### src/rtl/regfile_writeback_queue.sv
`default_nettype none
// ============================================================================
//  Module   : regfile_writeback_queue
//  Purpose  : In-order write-back FIFO feeding the 64-bit x 32 register file
//             write port, with two combinational lookup ports that report the
//             youngest pending value for a source register.
//  Revision : 1.0 - initial release
// ============================================================================
module regfile_writeback_queue #(
    parameter int DEPTH   = 4,
    parameter bit DROP_X0 = 1'b1
) (
    input  logic                     clk,
    input  logic                     reset,
    input  logic                     in_valid,
    output logic                     in_ready,
    input  logic [4:0]               in_rd,
    input  logic [63:0]              in_data,
    input  logic                     wb_stall,
    output logic                     RegWrite,
    output logic [4:0]               RD,
    output logic [63:0]              WriteData,
    input  logic [4:0]               lk_rs1,
    input  logic [4:0]               lk_rs2,
    output logic                     lk_hit1,
    output logic                     lk_hit2,
    output logic [63:0]              lk_data1,
    output logic [63:0]              lk_data2,
    output logic [$clog2(DEPTH):0]   count
);

    localparam int                 c_PTR_W = $clog2(DEPTH);
    localparam int                 c_CNT_W = c_PTR_W + 1;
    localparam logic [c_CNT_W-1:0] c_FULL  = c_CNT_W'(DEPTH);

    logic [4:0]         r_rd   [DEPTH];
    logic [63:0]        r_data [DEPTH];
    logic [c_PTR_W-1:0] r_head;
    logic [c_PTR_W-1:0] r_tail;
    logic [c_CNT_W-1:0] r_count;

    logic               w_push;
    logic               w_store;
    logic               w_pop;
    logic               w_nonEmpty;
    logic [c_PTR_W-1:0] w_slot [DEPTH];

    // Handshake completes whenever there is room; an x0 result is accepted
    // but never stored when DROP_X0 is set, since writing x0 has no effect.
    assign w_nonEmpty = (r_count != '0);
    assign in_ready   = (r_count != c_FULL);
    assign w_push     = in_valid && in_ready;
    assign w_store    = w_push && !(DROP_X0 && (in_rd == 5'd0));

    // Head entry is presented whenever the queue is non-empty; stall only
    // gates the write enable, not the address/data.
    assign RegWrite  = w_nonEmpty && !wb_stall;
    assign w_pop     = RegWrite;
    assign RD        = w_nonEmpty ? r_rd[r_head]   : 5'd0;
    assign WriteData = w_nonEmpty ? r_data[r_head] : 64'd0;
    assign count     = r_count;

    // Physical slot of the i-th oldest entry (pointers wrap modulo DEPTH).
    generate
        for (genvar k = 0; k < DEPTH; k++) begin : g_slot
            assign w_slot[k] = r_head + c_PTR_W'(k);
        end
    endgenerate

    // Pointer and occupancy update; reset wins over any same-cycle push/pop.
    always_ff @(posedge clk) begin
        if (!reset) begin
            r_head  <= '0;
            r_tail  <= '0;
            r_count <= '0;
        end else begin
            if (w_store) r_tail <= r_tail + c_PTR_W'(1);
            if (w_pop)   r_head <= r_head + c_PTR_W'(1);
            case ({w_store, w_pop})
                2'b10:   r_count <= r_count + c_CNT_W'(1);
                2'b01:   r_count <= r_count - c_CNT_W'(1);
                default: r_count <= r_count;
            endcase
        end
    end

    // Entry storage; contents are only meaningful below the occupancy count.
    always_ff @(posedge clk) begin
        if (reset && w_store) begin
            r_rd[r_tail]   <= in_rd;
            r_data[r_tail] <= in_data;
        end
    end

    // Scan oldest to youngest so the youngest match overwrites older ones.
    always_comb begin
        lk_hit1  = 1'b0;
        lk_hit2  = 1'b0;
        lk_data1 = 64'd0;
        lk_data2 = 64'd0;
        for (int i = 0; i < DEPTH; i++) begin
            if (c_CNT_W'(i) < r_count) begin
                if (r_rd[w_slot[i]] == lk_rs1 && !(DROP_X0 && (lk_rs1 == 5'd0))) begin
                    lk_hit1  = 1'b1;
                    lk_data1 = r_data[w_slot[i]];
                end
                if (r_rd[w_slot[i]] == lk_rs2 && !(DROP_X0 && (lk_rs2 == 5'd0))) begin
                    lk_hit2  = 1'b1;
                    lk_data2 = r_data[w_slot[i]];
                end
            end
        end
    end

endmodule
`default_nettype wire

### config.mk
export PLATFORM = sky130hd
export DESIGN_NAME = regfile_writeback_queue
export DESIGN_NICKNAME = d
export VERILOG_FILES = /design/src/rtl/regfile_writeback_queue.sv
export SDC_FILE = /design/constraint.sdc
export NUM_CORES = 1
export LEC_CHECK = 0
export CORE_UTILIZATION = 40
export DETAILED_ROUTE_END_ITERATION = 8
export PLACE_DENSITY = 0.71
export SKIP_LAST_GASP = 1
export SYNTH_ARGS = -nofsm -noshare
export SYNTH_HDL_FRONTEND = slang
export SYNTH_SLANG_ARGS = --single-unit
### constraint.sdc
create_clock -name clk -period 9.08 [get_ports clk]
set_input_delay 0.908 -clock clk [delete_from_list [all_inputs] [get_ports clk]]
set_output_delay 0.908 -clock clk [all_outputs]
set_load 0.1 [all_outputs]
### Yosys cells after proc, flatten, opt, wreduce, memory -nomap -nowiden

Memory sizes are Yosys's and may differ from the RTL's. A register that Yosys moved wholly into a read port is not among the register bits.
Index checks and enable logic that the tools add are counted.

| word-level totals | value |
|---|---|
| word-level logic and storage cells | 88 |
| output and inout port bits | 204 |
| input port bits | 83 |
| memory bits (writable) | 276 |
| flip-flop bits (word level) | 7 |
| memories kept | 2 |

| operators by class | value |
|---|---|
| magnitude comparators | 4 |
| add/sub/neg operators | 6 |
| equal/unequal tests | 11 |
| multiplexer cells | 41 |
| reduce and logical (&&, ||, !) cells | 21 |

Memories:

| memory | depth | bits a word | read ports | clocked after Yosys merged registers in | wr ports | RTL line | source |
|---|---|---|---|---|---|---|---|
| r_data | 4 | 64 | 4 | 1 | 1 | 37 | `logic [63:0] r_data [DEPTH];` |
| r_rd | 4 | 5 | 4 | 1 | 1 | 36 | `logic [4:0] r_rd [DEPTH];` |

Operators with widths:

| operator | number |
|---|---|
| $mux W64 | 17 |
| $eq A5 B5 Y1 | 8 |
| $mux W1 | 18 |
| $logic_not A5 Y1 | 3 |
| $logic_and A1 B1 Y1 | 12 |
| $mux W2 | 4 |
| $lt A1 B3 Y1 const A | 2 |
| $lt A2 B3 Y1 const A | 2 |
| $pmux W3 S2 | 1 |
| $mux W5 | 1 |
| $add A2 B1 Y2 const B | 2 |
| $add A2 B2 Y2 const B | 2 |
| $logic_not A1 Y1 | 4 |
| $add A3 B1 Y3 const B | 1 |
| $ne A3 B3 Y1 const B | 1 |
| $reduce_bool A3 Y1 | 1 |
| $sub A3 B1 Y3 const B | 1 |
| $eq A2 B1 Y1 const B | 1 |
| $eq A2 B2 Y1 const B | 1 |
| $reduce_bool A2 Y1 | 1 |

### Depth between registers and ports, before layout

| logic depth | value |
|---|---|
| word-level depth | 11 |
| gate-level depth with buffers | 12 |
| gate-level depth less buffers | 10 |

### Worst setup path after synthesis

OpenSTA, ideal clock, no wires.

| timing | value |
|---|---|
| kind | input to output |
| start | input lk_rs2[0] |
| end | output lk_data2[28] |
| data required time | 8172 ps |
| data arrival time | 4999 ps |
| path slack | 3173 ps |
| stages | 10 |
| path buffers | 3 |
| cells stage by stage | clkbuf_1 -> nor4_1 -> nor2b_1 -> a2111oi_2 -> o211a_1 -> buf_2 -> nor3_4 -> buf_2 -> a221oi_1 -> o31ai_1 |

| on the way | value |
|---|---|
| cells in the longest elaborated chain, start to end | 11 |
| elaborated cells on any way between the ends | 18 |
| classes of those cells | eq/ne: 4; mux: 8; reduce/logical: 6 |

RTL lines:

| element | RTL line | source |
|---|---|---|
| start, declared | 24 | `input logic [4:0] lk_rs2,` |
| $logic_not A5 Y1 | 107 | `if (r_rd[w_slot[i]] == lk_rs2 && !(DROP_X0 && (lk_rs2 == 5'd0))) begin` |
| $logic_not A1 Y1 | 107 |  |
| $logic_and A1 B1 Y1 | 107 |  |
| $mux W64 | 107 |  |
| $mux W64 | 102 | `if (c_CNT_W'(i) < r_count) begin` |
| $mux W64 | 107 |  |
| $mux W64 | 102 |  |
| $mux W64 | 107 |  |
| $mux W64 | 102 |  |
| $mux W64 | 107 |  |
| $mux W64 (*) | 102 |  |
| end, declared | 28 | `output logic [63:0] lk_data2,` |

Every way passes the cells marked *; elsewhere a longest branch is shown, timed or not.

### Final worst setup path

| timing | value |
|---|---|
| start | input lk_rs2[0] |
| end | output lk_data2[50] |

The elaborated chain is that of the path after synthesis.

==> reports/qor_table.md <==
| Group | Item | This run |
|:---|:---|:---|
| timing | Setup repair after global routing missed its margin | false |
| yosys | Top post-synthesis cells by area | edfxtp_1 (41%), mux4_2 (17%), nor2_1 (4.5%) |
| layout | Signed area change from the synthesized netlist to the final layout | 20.54% |
| timing | Final max-slew violation count | 0 |
| floorplanning | Die outline area | 51960 um^2 |
| route | Total Routed Length | 65830 um |
| worst setup path | Startpoint type of the worst setup path | input pin |
| clock network | TritonCTS buffer count | 34 |
| yosys | Area share of the largest cell type after synthesis | 0.4058 |
| route | Post-route antenna net violation count | 0 |
| route | Post-route DRC | 0 |
| yosys | Mean post-synth cell area | 10.83 um^2 |
| layout | Final Core Density | 0.4897 |
| clock network | CTS Hold Bufs | 0 |
| power and ir drop | Worst IR drop on VDD | 0.3210 mV |
| clock network | Clock-pin slew reported for the worst setup and hold paths after clock tree synthesis | 0.06 ns |
| clock network | Worst-skew pair later-pin latency | 0.54 ns |
| timing | Final critical-path share of the clock period | 0.7895 |
| timing | Total Neg Setup Slack | 0 ns |
| worst setup path | Endpoint type of the worst setup path | output port |
| yosys | Total number of yosys warnings | 0 |
| yosys | Net count after synthesis | 1977 |
| floorplanning | Top Ports | 287 |
| global route | Vias in the first global route | 16860 |
| layout | Net count, final | 2145 |
| clock network | Number of sinks handled by clock tree synthesis | 285 |
| hold path | Type of the tightest min-delay check | reg -> reg |
| route | DRT Pass-1 Iters | 7 |
| worst setup path | R2R setup slack | 5.68 ns |
| yosys | Cell area after technology mapping | 20420 um^2 |
| yosys | Dominant register cell in the synthesized netlist | edfxtp_1 |
| global route | Wire length of the first global-routing pass | 99100 um |
| worst setup path | Maximum fanout encountered on the critical timing path | 21 |
| global route | Total track usage | 0.2454 |
| layout | Commonest non-fill, non-tap cells in the layout | clkdlybuf4s50_1 (286), edfxtp_1 (276), nor2_1 (247) |
| timing | Timing-limited maximum frequency | 139.5 MHz |
| worst setup path | Setup CP Type | in -> out |
| worst setup path | Required time at the endpoint of the critical path | 8.17 ns |
| power and ir drop | Power density over cell area | 289.0 nW/um^2 |
| clock network | TritonCTS clock tree | yes |
| floorplanning | Std cell rows | 82 |
| place | IO buf count | 286 |
| route | Detailed-route wire length per cell | 23.93 um |
| global route | Number of antenna violations at the first check in global routing | 4 |
| clock network | Library cell used as clock root buffer | clkbuf_16 |
| layout | Share of layout cells above drive strength 1 | 0.1736 |
| layout | Most frequent standard cell in the layout excluding fill and tap cells | clkdlybuf4s50_1 |
| floorplanning | Overall die width | 228.0 um |
| global route | Largest net degree at the start of global routing | 130 |
| floorplanning | CORE AREA | 50270 um^2 |
| clock network | Number of buffers between clock root and the deepest sink | 3 |
| power and ir drop | Static Leak | 7.338 nW |
| job | Count of maximum capacitance violations | 0 |
| clock network | Cells resized by post-CTS repair | 0 |
| route | Starting DRT DRC Count | 1664 |
| place | Final Wtd Congestion | 0.9035 |
| yosys | Register area share after synthesis | 0.4147 |
| timing | Worst-margin pin slew | 1.138 ns |
| floorplanning | Die height | 228.0 um |
| timing | Final Critical Period | 7.168 ns |
| floorplanning | Effective utilization at floorplan | 0.4062 |
| route | Vias per cell | 6.209 |
| global route | Total global routing overflow | 0 |
| timing | Setup WS post-layout | 1.912 ns |
| yosys | Number of storage elements in the synthesis netlist | 285 |
| run status | Result of the run | completed |
| timing | Final hold violation count | 0 |
| place | Setup WS pre-CTS | 2.090 ns |
| clock network | H-tree level count | 2 |
| place | Placed Instance Area | 23620 um^2 |
| timing | Relative max-transition margin | 0.2398 |
| route | Number of vias in the routed layout | 17080 |
| yosys | Number of enable-type register cells in the synthesized netlist | 276 |
| timing | Final number of setup-violating endpoints | 0 |
| yosys | Cells after Synth | 1885 |
| yosys | Library cell occupying the most area in the post-synthesis netlist | edfxtp_1 |
| clock network | Setup fix buffers added after clock tree synthesis | 0 |
| timing | Final clock skew | 0.01801 ns |
| place | Detailed Place HPWL | 40150 um |
| yosys | Fraction of registers with async set/reset | 0 |
| yosys | Number of distinct library cells after synthesis | 59 |
| layout | Area of all placed cells without fillers | 24620 um^2 |
| worst setup path | Worst path arrival time | 6.26 ns |
## worst max-delay path, stage by stage
cell	delay, ns
clkdlybuf4s50_1	0.58
nor4_1	0.45
nor2b_1	0.53
a2111oi_2	0.13
o211a_1	0.43
nor3_4	0.71
buf_4	0.46
a221oi_1	0.14
o31ai_1	0.64
clkdlybuf4s50_1	1.26
## cells in the mapped netlist, types with 4 or more instances
cell type / number
clkbuf_1: 95
mux4_2: 156
mux2_2: 62
a31oi_1: 63
buf_6: 10
xor2_1: 13
buf_1: 29
o21ai_1: 50
mux2i_1: 69
nor3_1: 5
inv_1: 8
nand4_1: 5
buf_2: 47
dfxtp_1: 9
ha_1: 9
a221oi_1: 8
xnor2_1: 27
nor2_1: 247
and2_1: 15
nor3b_1: 15
nor3b_2: 47
and3_1: 4
nor2b_1: 72
edfxtp_1: 276
nand2_1: 195
o21ai_0: 130
a21oi_1: 117
o31ai_1: 63
## logic make-up after synthesis
kind of cell | after synthesis | synth area share
compound gates | 447 | 0.1256
xor+xnor | 40 | 0.01715
fa+ha+maj | 9 | 0.005514
buf+inv | 190 | 0.04166
flops | 285 | 0.4147
mux | 288 | 0.2406
simple gates | 626 | 0.1548
## area by class of cell
type | instances | area (um^2)
well taps | 672 | 840.8
flip-flops and latches | 285 | 8483
clock inverters | 12 | 76.32
inverters | 8 | 32.53
fillers | 4474 | 25660
repair buffers | 314 | 3085
multi-input cells | 1410 | 11170
clock buffers | 45 | 913.4
diodes | 5 | 12.51
## stage by stage
stage | std cells | hold WS, ns | total power, W
3_3_place_gp | 2689 | 0.5525 | 0.005830
4_1_cts | 2746 | 0.6046 | 0.007137
2_1_floorplan | 1885 | 0.5277 | 0.004945
3_5_place_dp | 2689 | 0.5992 | 0.005873
6_report | 2751 | 0.5998 | 0.007114
5_1_grt | 2749 | 0.6105 | 0.007357
## registers in the layout, indices dropped and copies added, names as in the netlist, named ones only
name	count
count	3
r_head	2
r_rd	20
r_tail	2
r_data	256
## report_power, final
group	switching (W)	internal, W	leakage [nW]
logic	0.00291	0.00128	4.27
registers	0.000158	0.00152	2.58
clock network	0.000538	0.000709	0.482
total	0.00360	0.00351	7.34
## routing by layer
metal | track usage | up-vias | routed length (um)
li1 | - | 7471 | -
met1 | 0.3153 | 8368 | 26150
met2 | 0.4026 | 1051 | 30920
met3 | 0.04988 | 189 | 6082
met4 | 0.1047 | 2 | 2655
met5 | 0 | - | 17
## final timing paths
| path | from | endpoint | cells past startpoint |
|---|---|---|---|
| hold / removal | r_tail[1]$_SDFFE_PN0P_ | r_tail[1]$_SDFFE_PN0P_ | 2 |
| hold reg to reg | r_tail[1]$_SDFFE_PN0P_ | r_tail[1]$_SDFFE_PN0P_ | 2 |
| setup / recovery | lk_rs2[0] | lk_data2[50] | 10 |
| setup reg to reg | count[0]$_SDFFE_PN0P_ | r_data[2][30]$_DFFE_PP_ | 7 |
No activity file was read; power rests on OpenSTA's default activity.
